$ cat src/rtl/stopwatch_pkg.sv
// Shared constants and state type for the stopwatch time-keeping core.
package stopwatch_pkg;

    typedef enum logic [1:0] {
        ST_RUN    = 2'd0,
        ST_PAUSED = 2'd1,
        ST_ADJUST = 2'd2
    } state_t;

    localparam int unsigned MAX_TENS = 5;
    localparam int unsigned MAX_ONES = 9;

    localparam logic SEL_MIN = 1'b0;
    localparam logic SEL_SEC = 1'b1;

endpackage

$ cat src/rtl/bcd_mod60.sv
// Two-digit BCD counter that wraps at MAX_TENS:MAX_ONES and flags the wrap.
module bcd_mod60 #(
    parameter int unsigned MAX_TENS = stopwatch_pkg::MAX_TENS,
    parameter int unsigned MAX_ONES = stopwatch_pkg::MAX_ONES
) (
    input  logic       clk,
    input  logic       rst,
    input  logic       inc,
    output logic [3:0] tens,
    output logic [3:0] ones,
    output logic       carry
);

    localparam logic [3:0] TENS_TOP = 4'(MAX_TENS);
    localparam logic [3:0] ONES_TOP = 4'(MAX_ONES);

    logic at_top;

    // Terminal value decode and carry out.
    always_comb begin
        at_top = (tens == TENS_TOP) && (ones == ONES_TOP);
        carry  = inc && at_top;
    end

    // Digit register: ones roll into tens, the whole pair wraps to 00.
    always_ff @(posedge clk or negedge rst) begin
        if (!rst) begin
            tens <= '0;
            ones <= '0;
        end else if (inc) begin
            if (ones == ONES_TOP) begin
                ones <= '0;
                if (tens == TENS_TOP) begin
                    tens <= '0;
                end else begin
                    tens <= tens + 4'd1;
                end
            end else begin
                ones <= ones + 4'd1;
            end
        end
    end

endmodule

$ cat src/rtl/stopwatch_counter.sv
// Stopwatch MM:SS core: edge detection on divider enables, run/pause/adjust FSM.
module stopwatch_counter #(
    parameter int unsigned MAX_TENS = stopwatch_pkg::MAX_TENS,
    parameter int unsigned MAX_ONES = stopwatch_pkg::MAX_ONES
) (
    input  logic       clk,
    input  logic       rst,
    input  logic       one_Hz_clock,
    input  logic       two_Hz_clock,
    input  logic       pause,
    input  logic       adj,
    input  logic       sel,
    output logic [3:0] min_tens,
    output logic [3:0] min_ones,
    output logic [3:0] sec_tens,
    output logic [3:0] sec_ones,
    output logic       adjusting,
    output logic       paused
);

    import stopwatch_pkg::*;

    state_t state, state_next;
    logic   resume_paused, resume_next;
    logic   one_prev, two_prev;
    logic   one_armed, two_armed;
    logic   tick1, tick2;
    logic   inc_sec, inc_min;
    logic   sec_carry;

    // Input history for edge detection. The armed bits only set once an input
    // has been seen low, so a level still high across reset release never ticks.
    always_ff @(posedge clk or negedge rst) begin
        if (!rst) begin
            one_prev  <= 1'b0;
            two_prev  <= 1'b0;
            one_armed <= 1'b0;
            two_armed <= 1'b0;
        end else begin
            one_prev <= one_Hz_clock;
            two_prev <= two_Hz_clock;
            if (!one_Hz_clock) one_armed <= 1'b1;
            if (!two_Hz_clock) two_armed <= 1'b1;
        end
    end

    // Single-cycle ticks on rising edges of the divider enables.
    always_comb begin
        tick1 = one_Hz_clock & ~one_prev & one_armed;
        tick2 = two_Hz_clock & ~two_prev & two_armed;
    end

    // Next state and resume target; adj entry overrides every other input.
    always_comb begin
        state_next  = state;
        resume_next = resume_paused;
        if (adj && (state != ST_ADJUST)) begin
            state_next  = ST_ADJUST;
            resume_next = (state == ST_PAUSED);
        end else begin
            case (state)
                ST_RUN: begin
                    if (pause) state_next = ST_PAUSED;
                end
                ST_PAUSED: begin
                    if (pause) state_next = ST_RUN;
                end
                ST_ADJUST: begin
                    if (!adj) begin
                        state_next = resume_paused ? ST_PAUSED : ST_RUN;
                    end else if (pause) begin
                        resume_next = ~resume_paused;
                    end
                end
                default: state_next = ST_RUN;
            endcase
        end
    end

    // State and resume target registers.
    always_ff @(posedge clk or negedge rst) begin
        if (!rst) begin
            state         <= ST_RUN;
            resume_paused <= 1'b0;
        end else begin
            state         <= state_next;
            resume_paused <= resume_next;
        end
    end

    // Field increments are decoded from the current state, so a tick in the
    // cycle that enters ADJUST still counts under the old state.
    always_comb begin
        inc_sec = ((state == ST_RUN) && tick1)
                | ((state == ST_ADJUST) && (sel == SEL_SEC) && tick2);
        inc_min = ((state == ST_RUN) && sec_carry)
                | ((state == ST_ADJUST) && (sel == SEL_MIN) && tick2);
    end

    // Status decodes of the registered state.
    always_comb begin
        adjusting = (state == ST_ADJUST);
        paused    = (state == ST_PAUSED);
    end

    bcd_mod60 #(
        .MAX_TENS(MAX_TENS),
        .MAX_ONES(MAX_ONES)
    ) u_sec (
        .clk  (clk),
        .rst  (rst),
        .inc  (inc_sec),
        .tens (sec_tens),
        .ones (sec_ones),
        .carry(sec_carry)
    );

    bcd_mod60 #(
        .MAX_TENS(MAX_TENS),
        .MAX_ONES(MAX_ONES)
    ) u_min (
        .clk  (clk),
        .rst  (rst),
        .inc  (inc_min),
        .tens (min_tens),
        .ones (min_ones),
        .carry()
    );

endmodule

$ cat config.mk
export PLATFORM = sky130hd
export DESIGN_NAME = stopwatch_counter
export DESIGN_NICKNAME = d
export VERILOG_FILES = /design/src/rtl/stopwatch_pkg.sv /design/src/rtl/bcd_mod60.sv /design/src/rtl/stopwatch_counter.sv
export SDC_FILE = /design/constraint.sdc
export NUM_CORES = 1
export LEC_CHECK = 0
export CAP_MARGIN = 25
export CORE_MARGIN = 4
export CORE_UTILIZATION = 50
export DETAILED_ROUTE_END_ITERATION = 6
export DONT_BUFFER_PORTS = 1
export PLACE_DENSITY_LB_ADDON = 0.15
export SETUP_SLACK_MARGIN = 0.4
export SLEW_MARGIN = 20
export SYNTH_ARGS = -nofsm -noshare
export SYNTH_HDL_FRONTEND = slang
export SYNTH_SLANG_ARGS = --single-unit
export TNS_END_PERCENT = 1
$ cat constraint.sdc
create_clock -name clk -period 2.8 [get_ports clk]
set_clock_uncertainty 0.15 [all_clocks]
set_input_delay 0.56 -clock clk [delete_from_list [all_inputs] [get_ports clk]]
set_output_delay 0.56 -clock clk [all_outputs]
set_load 0.005 [all_outputs]
==> results list <==
* Outcome: finished clean
- Setup repair after global routing left no endpoint under its margin.
- The worst setup path is captured at a flip-flop.
* Maximum clock rate: 456 MHz
- Overall die area: 0.00311 sq mm
- Fraction of synthesis flops using an asynchronous set or reset pin: 1.00
- Dividing the synthesized area by the synthesized cell count gives 11.2 sq um.
- Buffers added to address setup during post-CTS repair amount to 0.
- Routed length per placed instance: 15.7 um
- The longest clock path from root to sink contains 2 buffers.
* Synth cell types: 35
- Counting I/O delays and the setup requirement, the final critical path takes 2.19 ns.
- After detailed routing, the wire length on met1 is 943 um.
- At the worst endpoint, the arrival time is 2.26 ns.
- Setup violations remaining at the end of the flow were counted as 0.
* Post-layout net count: 115
- Count of clock tree sinks: 23
* Insertion delay of the later-clocked pin in the worst-skew pair: 0.31 ns
- # H-tree levels: 1
* Portion of the post-synthesis area used by sequential elements: 0.504
* DR pass1 iterations: 4
- Total count of hold-check failures in the final report: 0
* Synthesized netlist cell count: 102
- Detail Route Antenna Nets: 0
- In this run the top signal layer used is met4.
* Total of cells resized after clock tree synthesis: 0
- TritonCTS built the clock tree.
- Kind of launch point of the worst setup path: flip-flop
- Worst endpoint required time: 2.86 ns
- During I/O placement, the number of pins put on the boundary was 25.
- After routing, the total negative slack on setup checks comes to 0 ns.
- In the routed design, unresolved DRC markers number 0.
- Met3 WL: 157 um
- #FFs+latches synth: 23
- Core box area: 0.00219 sq mm
- Flip-flop cell with the highest count after synthesis: sky130_fd_sc_hd__dfrtp_1
- Detailed route wirelength on metal2: 1.01 mm
- Starting Density: 0.521
- The routed layout has 810 vias.
* Worst-margin pin slew: 0.748 ns
- Die Height: 55.8 um
- In this run the cell area of the synthesized design comes to 0.00114 sq mm.
* Maximum VDD drop: 0.381 mV
* Die width: 55.8 um
* Overall power of the completed layout: 0.905 mW
- Compared with the post-synthesis result, the final layout area differs by 6.13%.
* Sequential Area: 576 sq um
- Violation count after the first detailed-routing iteration: 14
* Headroom to the max-slew limit: 0.497
- Post-DP HPWL: 1.53 mm
* Post-Route WL: 2.12 mm
- Per-cell via count in the routed design: 6.00
* Count of final max-slew check failures: 0
- Aggregate global routing overflow: 0
* Crit path max fanout: 9
- Buffers inserted to repair hold after CTS numbered 1.
- Routability cong.: 0.767
- CTS placed an instance of sky130_fd_sc_hd__clkbuf_4 at the clock tree root.
- Number of max-cap violations: 0
- Critical path type: flip-flop to flip-flop
* Fraction of final layout cells with drive strength greater than 1: 0.131
- The top cell types in the final layout, fill and taps aside, are sky130_fd_sc_hd__dfrtp_1 (23), sky130_fd_sc_hd__inv_1 (8), sky130_fd_sc_hd__xnor2_1 (7).
- Total power per unit cell area: 746 mW/mm^2
* Synthesized Nets: 109
- Dividing the final minimum period by the clock period gives 0.783.
- Diode count: 0
- Largest net degree at the start of global routing: 24
- Across every metal layer, demand over resource in global routing totals 0.152.
- Fill cell total of the finished layout: 195
- Most frequent standard cell in the layout excluding fill and tap cells: sky130_fd_sc_hd__dfrtp_1
* Number of CTS-inserted buffers: 3
* Rows: 17
* IO Port Bufs: 0
- The via count of the first global-routing pass was 747.
- Worst Hold Class: input port to asynchronous set/reset pin
* Area of combinational cells with multiple inputs: 533 sq um
- Global-route wire length before repair: 3.73 mm
* Count of flip-flops with a built-in enable after synthesis: 0
* Number of warnings issued by yosys: 0
- Leakage power of the design: 0.474 nW
- The number of antenna violations at the first check in global routing was 0.
* Worst-path clk slew: 0.12 ns
==> worst paths after layout <==
kind                                       startpoint                   endpoint  slack [ns]  cells past startpoint
worst min register to register  two_armed$_DFFE_PN0N_      two_armed$_DFFE_PN0N_        0.34                      1
min in group clk                         two_Hz_clock         two_prev$_DFF_PN0_        0.11                      0
worst min-delay path                              rst  u_min.tens[1]$_DFFE_PN0P_        0.04                      1
worst max register to register   state[0]$_DFFE_PN0P_  u_min.ones[3]$_DFFE_PN0P_        0.61                      4
worst max-delay path             state[0]$_DFFE_PN0P_  u_min.ones[3]$_DFFE_PN0P_        0.61                      4
max in group asynchronous                         rst      one_armed$_DFFE_PN0N_        2.12                      1
==> cell usage after synthesis (2+ instances only) <==
cell,number,area [sq um]
sky130_fd_sc_hd__nor2_1,6,22.5
sky130_fd_sc_hd__nor3b_1,2,15.0
sky130_fd_sc_hd__a21oi_1,4,20.0
sky130_fd_sc_hd__xnor2_1,7,61.3
sky130_fd_sc_hd__nand2b_1,4,25.0
sky130_fd_sc_hd__nor2b_1,3,18.8
sky130_fd_sc_hd__nor3_1,3,15.0
sky130_fd_sc_hd__o21ai_0,4,20.0
sky130_fd_sc_hd__o221ai_1,2,17.5
sky130_fd_sc_hd__o211ai_1,3,22.5
sky130_fd_sc_hd__a211oi_1,2,15.0
sky130_fd_sc_hd__mux2_2,4,45.0
sky130_fd_sc_hd__dfrtp_1,23,576
sky130_fd_sc_hd__a221o_1,2,20.0
sky130_fd_sc_hd__inv_1,8,30.0
sky130_fd_sc_hd__o2111ai_1,3,26.3
sky130_fd_sc_hd__nand2_1,2,7.51
sky130_fd_sc_hd__nand4bb_1,2,22.5
sky130_fd_sc_hd__mux2i_1,2,20.0
==> through the flow <==
step | cells | hold WS [ns] | worst slack, ns | instance area, sq um | utilization
6_report | 135 | 0.0425 | 0.606 | 1210 | 0.553
5_1_grt | 135 | 0.0561 | 0.422 | 1210 | 0.553
4_1_cts | 135 | 0.0999 | 0.570 | 1220 | 0.556
3_5_place_dp | 130 | 0.115 | 0.483 | 1180 | 0.539
3_3_place_gp | 130 | 0.115 | 0.565 | 1180 | 0.539
2_1_floorplan | 102 | 0.114 | 0.652 | 1140 | -
==> power breakdown <==
| group | internal, mW | total [mW] | switching (mW) | leakage [nW] |
|---|---|---|---|---|
| registers | 0.410 | 0.540 | 0.130 | 0.269 |
| clock network | 0.0557 | 0.155 | 0.0989 | 0.0150 |
| logic | 0.112 | 0.210 | 0.0978 | 0.189 |
| total | 0.578 | 0.905 | 0.327 | 0.474 |
==> kinds of logic (layout without fill, tap and decap cells) <==
logic type,count (synthesis),after routing,share of synthesized area
mux,6,6,0.0570
flops,23,23,0.504
simple gates,32,32,0.195
buf+inv,9,14,0.0296
xor+xnor,7,7,0.0537
compound gates,25,25,0.161
==> sequential cells by signal, summed over array words and instances, names as in the netlist <==
signal,flops
u_sec.ones,4
u_min.tens,4
two_armed,1
u_min.ones,4
resume_paused,1
one_prev,1
u_sec.tens,4
one_armed,1
state,2
two_prev,1
==> layer usage <==
metal,GRT usage,up-vias
met3,0.0696,2
met1,0.204,400
met2,0.225,22
met4,0.0313,0
met5,0,-
li1,-,386
==> cell type report <==
class / count / area share
flip-flops and latches: 23 / 0.475
multi-input cells: 70 / 0.440
well taps: 28 / 0.0289
inverters: 8 / 0.0248
clock buffers: 4 / 0.0217
repair buffers: 2 / 0.0103
==> critical path, cell delays in order (launching register included) <==
cell and delay, ns:
sky130_fd_sc_hd__dfrtp_1 0.43, sky130_fd_sc_hd__nand2b_1 0.22, sky130_fd_sc_hd__nor4_2 0.66, sky130_fd_sc_hd__o221ai_1 0.25, sky130_fd_sc_hd__a221o_1 0.38
Power figures use the tool's default switching activity.
